===== config.mk =====
export PLATFORM = sky130hd
export DESIGN_NAME = ram_stream_writer
export DESIGN_NICKNAME = d
export VERILOG_FILES = /design/src/rtl/ram_stream_writer.sv
export SDC_FILE = /design/constraint.sdc
export NUM_CORES = 1
export LEC_CHECK = 0
export CAP_MARGIN = 10
export CORE_MARGIN = 10
export CORE_UTILIZATION = 30
export CTS_CLUSTER_SIZE = 12
export DETAILED_ROUTE_END_ITERATION = 10
export GPL_TIMING_DRIVEN = 1
export SLEW_MARGIN = 20
export SYNTH_ARGS = -nofsm -noshare
export SYNTH_HDL_FRONTEND = slang
export SYNTH_SLANG_ARGS = --single-unit

===== constraint.sdc =====
create_clock -name clk -period 4.15 [get_ports clk]
set_input_delay 0.83 -clock clk [delete_from_list [all_inputs] [get_ports clk]]
set_output_delay 0.83 -clock clk [all_outputs]
set_load 0.05 [all_outputs]

===== src/rtl/ram_stream_writer.sv =====
`timescale 1ns/1ps
`default_nettype none
// ============================================================================
// Module   : ram_stream_writer
// Brief    : Fills a 2**ADDR_WIDTH x DATA_WIDTH RAM from a valid/ready stream
//            at consecutive addresses from 0. Reports completion when every
//            location has been written. Exposes an asynchronous read port.
// Revision : 1.0  initial release
// ============================================================================
module ram_stream_writer #(
  parameter int DATA_WIDTH = 8,
  parameter int ADDR_WIDTH = 3
) (
  input  logic                  clk,
  input  logic                  rst_n,
  input  logic                  start,
  input  logic                  in_valid,
  input  logic [DATA_WIDTH-1:0] in_data,
  output logic                  in_ready,
  input  logic [ADDR_WIDTH-1:0] rd_addr,
  output logic [DATA_WIDTH-1:0] rd_data,
  output logic [ADDR_WIDTH:0]   wr_count,
  output logic                  busy,
  output logic                  done
);

  localparam int                  DEPTH    = 1 << ADDR_WIDTH;
  localparam logic [ADDR_WIDTH-1:0] ADDR_LAST = {ADDR_WIDTH{1'b1}};

  typedef enum logic [1:0] {
    ST_IDLE = 2'd0,
    ST_FILL = 2'd1,
    ST_DONE = 2'd2
  } state_t;

  state_t                  state_q;
  logic [ADDR_WIDTH-1:0]   wr_addr_q;
  logic [ADDR_WIDTH-1:0]   wr_addr_d;
  logic [ADDR_WIDTH:0]     wr_count_q;
  logic [ADDR_WIDTH:0]     wr_count_d;
  logic                    accept;
  logic [DATA_WIDTH-1:0]   mem_q [0:DEPTH-1];

  // A start request takes priority over any beat presented in the same cycle,
  // so the stream is held off while the fill is (re)started.
  assign in_ready   = (state_q == ST_FILL) && !start;
  assign accept     = in_valid && in_ready;
  assign wr_addr_d  = wr_addr_q + 1'b1;
  assign wr_count_d = wr_count_q + 1'b1;

  assign busy     = (state_q == ST_FILL);
  assign done     = (state_q == ST_DONE);
  assign wr_count = wr_count_q;

  // Read port is a plain array lookup: no clock, no reset dependency.
  assign rd_data = mem_q[rd_addr];

  // Storage array: one write per accepted beat, never cleared by reset.
  always_ff @(posedge clk) begin
    if (accept) begin
      mem_q[wr_addr_q] <= in_data;
    end
  end

  // Fill sequencer: tracks write address, word count and fill progress.
  always_ff @(posedge clk or negedge rst_n) begin
    if (!rst_n) begin
      state_q    <= ST_IDLE;
      wr_addr_q  <= '0;
      wr_count_q <= '0;
    end else begin
      case (state_q)
        ST_IDLE: begin
          if (start) begin
            state_q    <= ST_FILL;
            wr_addr_q  <= '0;
            wr_count_q <= '0;
          end
        end
        ST_FILL: begin
          if (start) begin
            wr_addr_q  <= '0;
            wr_count_q <= '0;
          end else if (in_valid) begin
            // The last address wraps the pointer back to 0 and ends the fill.
            wr_addr_q  <= wr_addr_d;
            wr_count_q <= wr_count_d;
            if (wr_addr_q == ADDR_LAST) begin
              state_q <= ST_DONE;
            end
          end
        end
        ST_DONE: begin
          if (start) begin
            state_q    <= ST_FILL;
            wr_addr_q  <= '0;
            wr_count_q <= '0;
          end
        end
        default: begin
          state_q    <= ST_IDLE;
          wr_addr_q  <= '0;
          wr_count_q <= '0;
        end
      endcase
    end
  end

endmodule
`default_nettype wire

==> flow_summary.yaml <==
floorplanning:
  fp.dieH_um: 120
  ios: 30
  die-area_um2: 14500
  die_w_um: 120
  std_cell_rows: 36
  initial_utilization_pct: 30.8
  coreArea_um2: 9820
synthesis:
  ys_ff_latch: 73
  syn_nets: 179
  synth_cells: 161
  synth_area_leaders: "edfxtp_1 (64%), mux4_1 (13%), dfrtp_1 (7.4%), mux2_2 (3.0%), ha_1 (1.2%)"
  yosysTopAreaCell: "edfxtp_1"
  synth_cell_types: 26
  yosys_warnings: 0
  synth_seq_area_share_pct: 71.0
  yosysTopAreaCellShare_pct: 63.5
  synth_area_um2: 3030
  syn_area_per_cell_um2: 18.8
place:
  place_congestion: 0.710
  port_buffers: 29
  hpwl_mm: 3.80
  placed_area_um2: 3480
cells_and_area:
  nets: 220
  drive_above_1_share_pct: 20.3
  stdcell_area_um2: 3700
  area_delta_synth_final_pct: 22.2
  nFillCells: 954
  antenna_cells: 0
power:
  power_frac_comb_pct: 8.3
  cellPowerDensity_nw_per_um2: 416
  netSwitchingFraction_pct: 21.9
  p_leak_uw: 0.00128
  pwr-share-clk_pct: 38.7
  p_seq_share_pct: 53.0
  ir_drop_uv: 181
  p_sw_uw: 337
  total_power_uw: 1540
  p_int_uw: 1200
clock_tree:
  clk_path_buf_depth: 2
  cts_hold_buffers: 0
  cts_sinks: 73
  cts-root-buf: "clkbuf_8"
  numCtsBuffers: 9
  h-tree-depth: 3
  insertion_delay_ns: 0.34
  cts_setup_buffers: 0
  cts-resized-gates: 0
  cts_tree: "yes"
  clk_pin_slew_worst_paths_ns: 0.08
job:
  maxCapViolCount: 0
min_path:
  hp-class: "reg -> reg"
routing:
  via_count: 1590
  totalWireLength_mm: 5.99
  post_drt_wl_per_cell_um: 17.6
  dr.first_iter.drc_count: 118
  drc: 0
  via_per_inst: 4.68
  postRouteAntennaNets: 0
  firstDrtPassIters: 4
timing:
  report.final.setup_viol: 0
  rsz0062_at_grt: "false"
  max-slew-margin-rel_pct: 37.4
  finalClockSkew_ns: 0.00830
  max_freq_mhz: 286
  drv_slew: 0
  finalSetupTns_ns: 0
  worstMarginPinSlew_ns: 0.936
  period_share_pct: 84.3
  hold_viol: 0
  post-route-min-period_ns: 3.50
critical_path:
  cp_top_family: "buffers and inverters"
  critPathSlowestCell: "mux4_1"
  cp.required_ns: 3.32
  end_kind: "primary output"
  critical_path_peak_fanout: 16
  cp_num_buf_inv: 3
  cp.arrival_ns: 2.67
  critPathLaunchType: "primary input"
  critPathMaxStageDelay_ns: 0.62
  crit_top_cell: "buf_4"
  critPathKind: "in -> out"
  cp_cell_sequence: "clkdlybuf4s50_1 -> buf_4 -> mux4_1 -> mux2_2 -> buf_4"
global_routing:
  track_usage_pct: 8.59
  grtUsageMet3_pct: 4.05
  grt_util_met2_pct: 14.0
  grt_pass1_vias: 1699
  antenna_found_initial: 0
  grt-busiest-layer: "met2"
  grt_max_degree: 17
  met1_usage_pct: 9.97
  grt_pass1_wl_mm: 9.43
  grt-ovfl-total: 0
run_status:
  status: "completed"
==> cell families (layout without fill, tap and decap cells) <==
group | after synthesis | count (layout) | share of synthesized area [%]
mux | 24 | 24 | 16.7
flops | 73 | 73 | 71.0
fa+ha+maj | 3 | 3 | 1.24
simple gates | 32 | 32 | 5.46
compound gates | 16 | 16 | 3.14
buf+inv | 13 | 59 | 2.44
==> registers in the layout, indices dropped and copies added, names as in the netlist <==
name and flops:
mem_q 64, state_q 2, wr_addr_q 3, wr_count 4
==> worst reg2reg max path, delay by kind of cell (launching register included) <==
kind,cells,cell delay (ns)
DFF,1,0.53
and+or+nand+nor,3,1.49
==> layout make-up <==
class / count / area, µm² / area share [%]
clock buffers: 9 / 124 / 3.35
clock inverters: 7 / 93.8 / 2.54
inverters: 4 / 15.0 / 0.406
multi-input cells: 75 / 805 / 21.8
flip-flops and latches: 73 / 2150 / 58.1
well taps: 133 / 166 / 4.50
repair buffers: 39 / 345 / 9.34
==> layer usage <==
metal,vias to the layer above,routed length (µm)
met5,-,0
met4,0,52
met2,39,3020
met1,808,2570
li1,738,-
met3,5,341
==> cell usage in the layout, fill, tap and decap left out, types with 6 or more instances in the layout <==
cell | synthesis | final
buf_4 | 0 | 18
clkbuf_8 | 0 | 9
mux2_2 | 8 | 8
a21oi_1 | 6 | 6
nand2_1 | 7 | 7
edfxtp_1 | 64 | 64
dfrtp_1 | 9 | 9
mux4_1 | 15 | 15
nor2_1 | 9 | 9
clkdlybuf4s50_1 | 0 | 21
==> cells in the mapped netlist (all sizes together) <==
cell type	number
nand4bb	1
nand3	4
a21oi	6
clkbuf	5
nand2	7
mux4	16
nand4b	2
nor2b	2
a22o	3
mux2	8
buf	4
nand3b	3
nor3	3
nand4	1
nor2	9
dfrtp	9
a31oi	1
inv	4
ha	3
o21ai	5
edfxtp	64
o211ai	1
==> power groups by stage <==
stage               clock network, µW  logic, µW  registers [µW]
CTS                               619        130             815
detailed placement                  0        130             831
floorplan                           0       75.9             835
global route                      655        138             816
finish                            595        128             815
global placement                    0        128             831
==> path summary, 6_finish.rpt <==
kind | from | endpoint | slack (ns) | cells past startpoint
max | rd_addr[1] | rd_data[4] | 0.65 | 5
min | wr_count[3]$_DFFE_PN0P_ | wr_count[3]$_DFFE_PN0P_ | 0.58 | 2
max reg2reg | state_q[0]$_DFFE_PN0P_ | mem_q[2][5]$_DFFE_PP_ | 1.74 | 3
min reg2reg | wr_count[3]$_DFFE_PN0P_ | wr_count[3]$_DFFE_PN0P_ | 0.58 | 2
max in group asynchronous | rst_n | wr_addr_q[2]$_DFFE_PN0P_ | 3.06 | 1
min in group asynchronous | rst_n | wr_count[1]$_DFFE_PN0P_ | 0.79 | 1
==> stage by stage <==
step | util (%) | worst slack (ns) | hold slack (ns) | std cells
2_1_floorplan | - | 1.21 | 0.510 | 161
3_3_place_gp | 35.4 | 0.667 | 0.550 | 324
3_5_place_dp | 35.4 | 0.646 | 0.563 | 324
4_1_cts | 37.6 | 0.633 | 0.585 | 340
5_1_grt | 37.6 | 0.600 | 0.625 | 340
6_report | 37.6 | 0.653 | 0.577 | 340
Note: power is estimated with default switching activity, not from simulation.
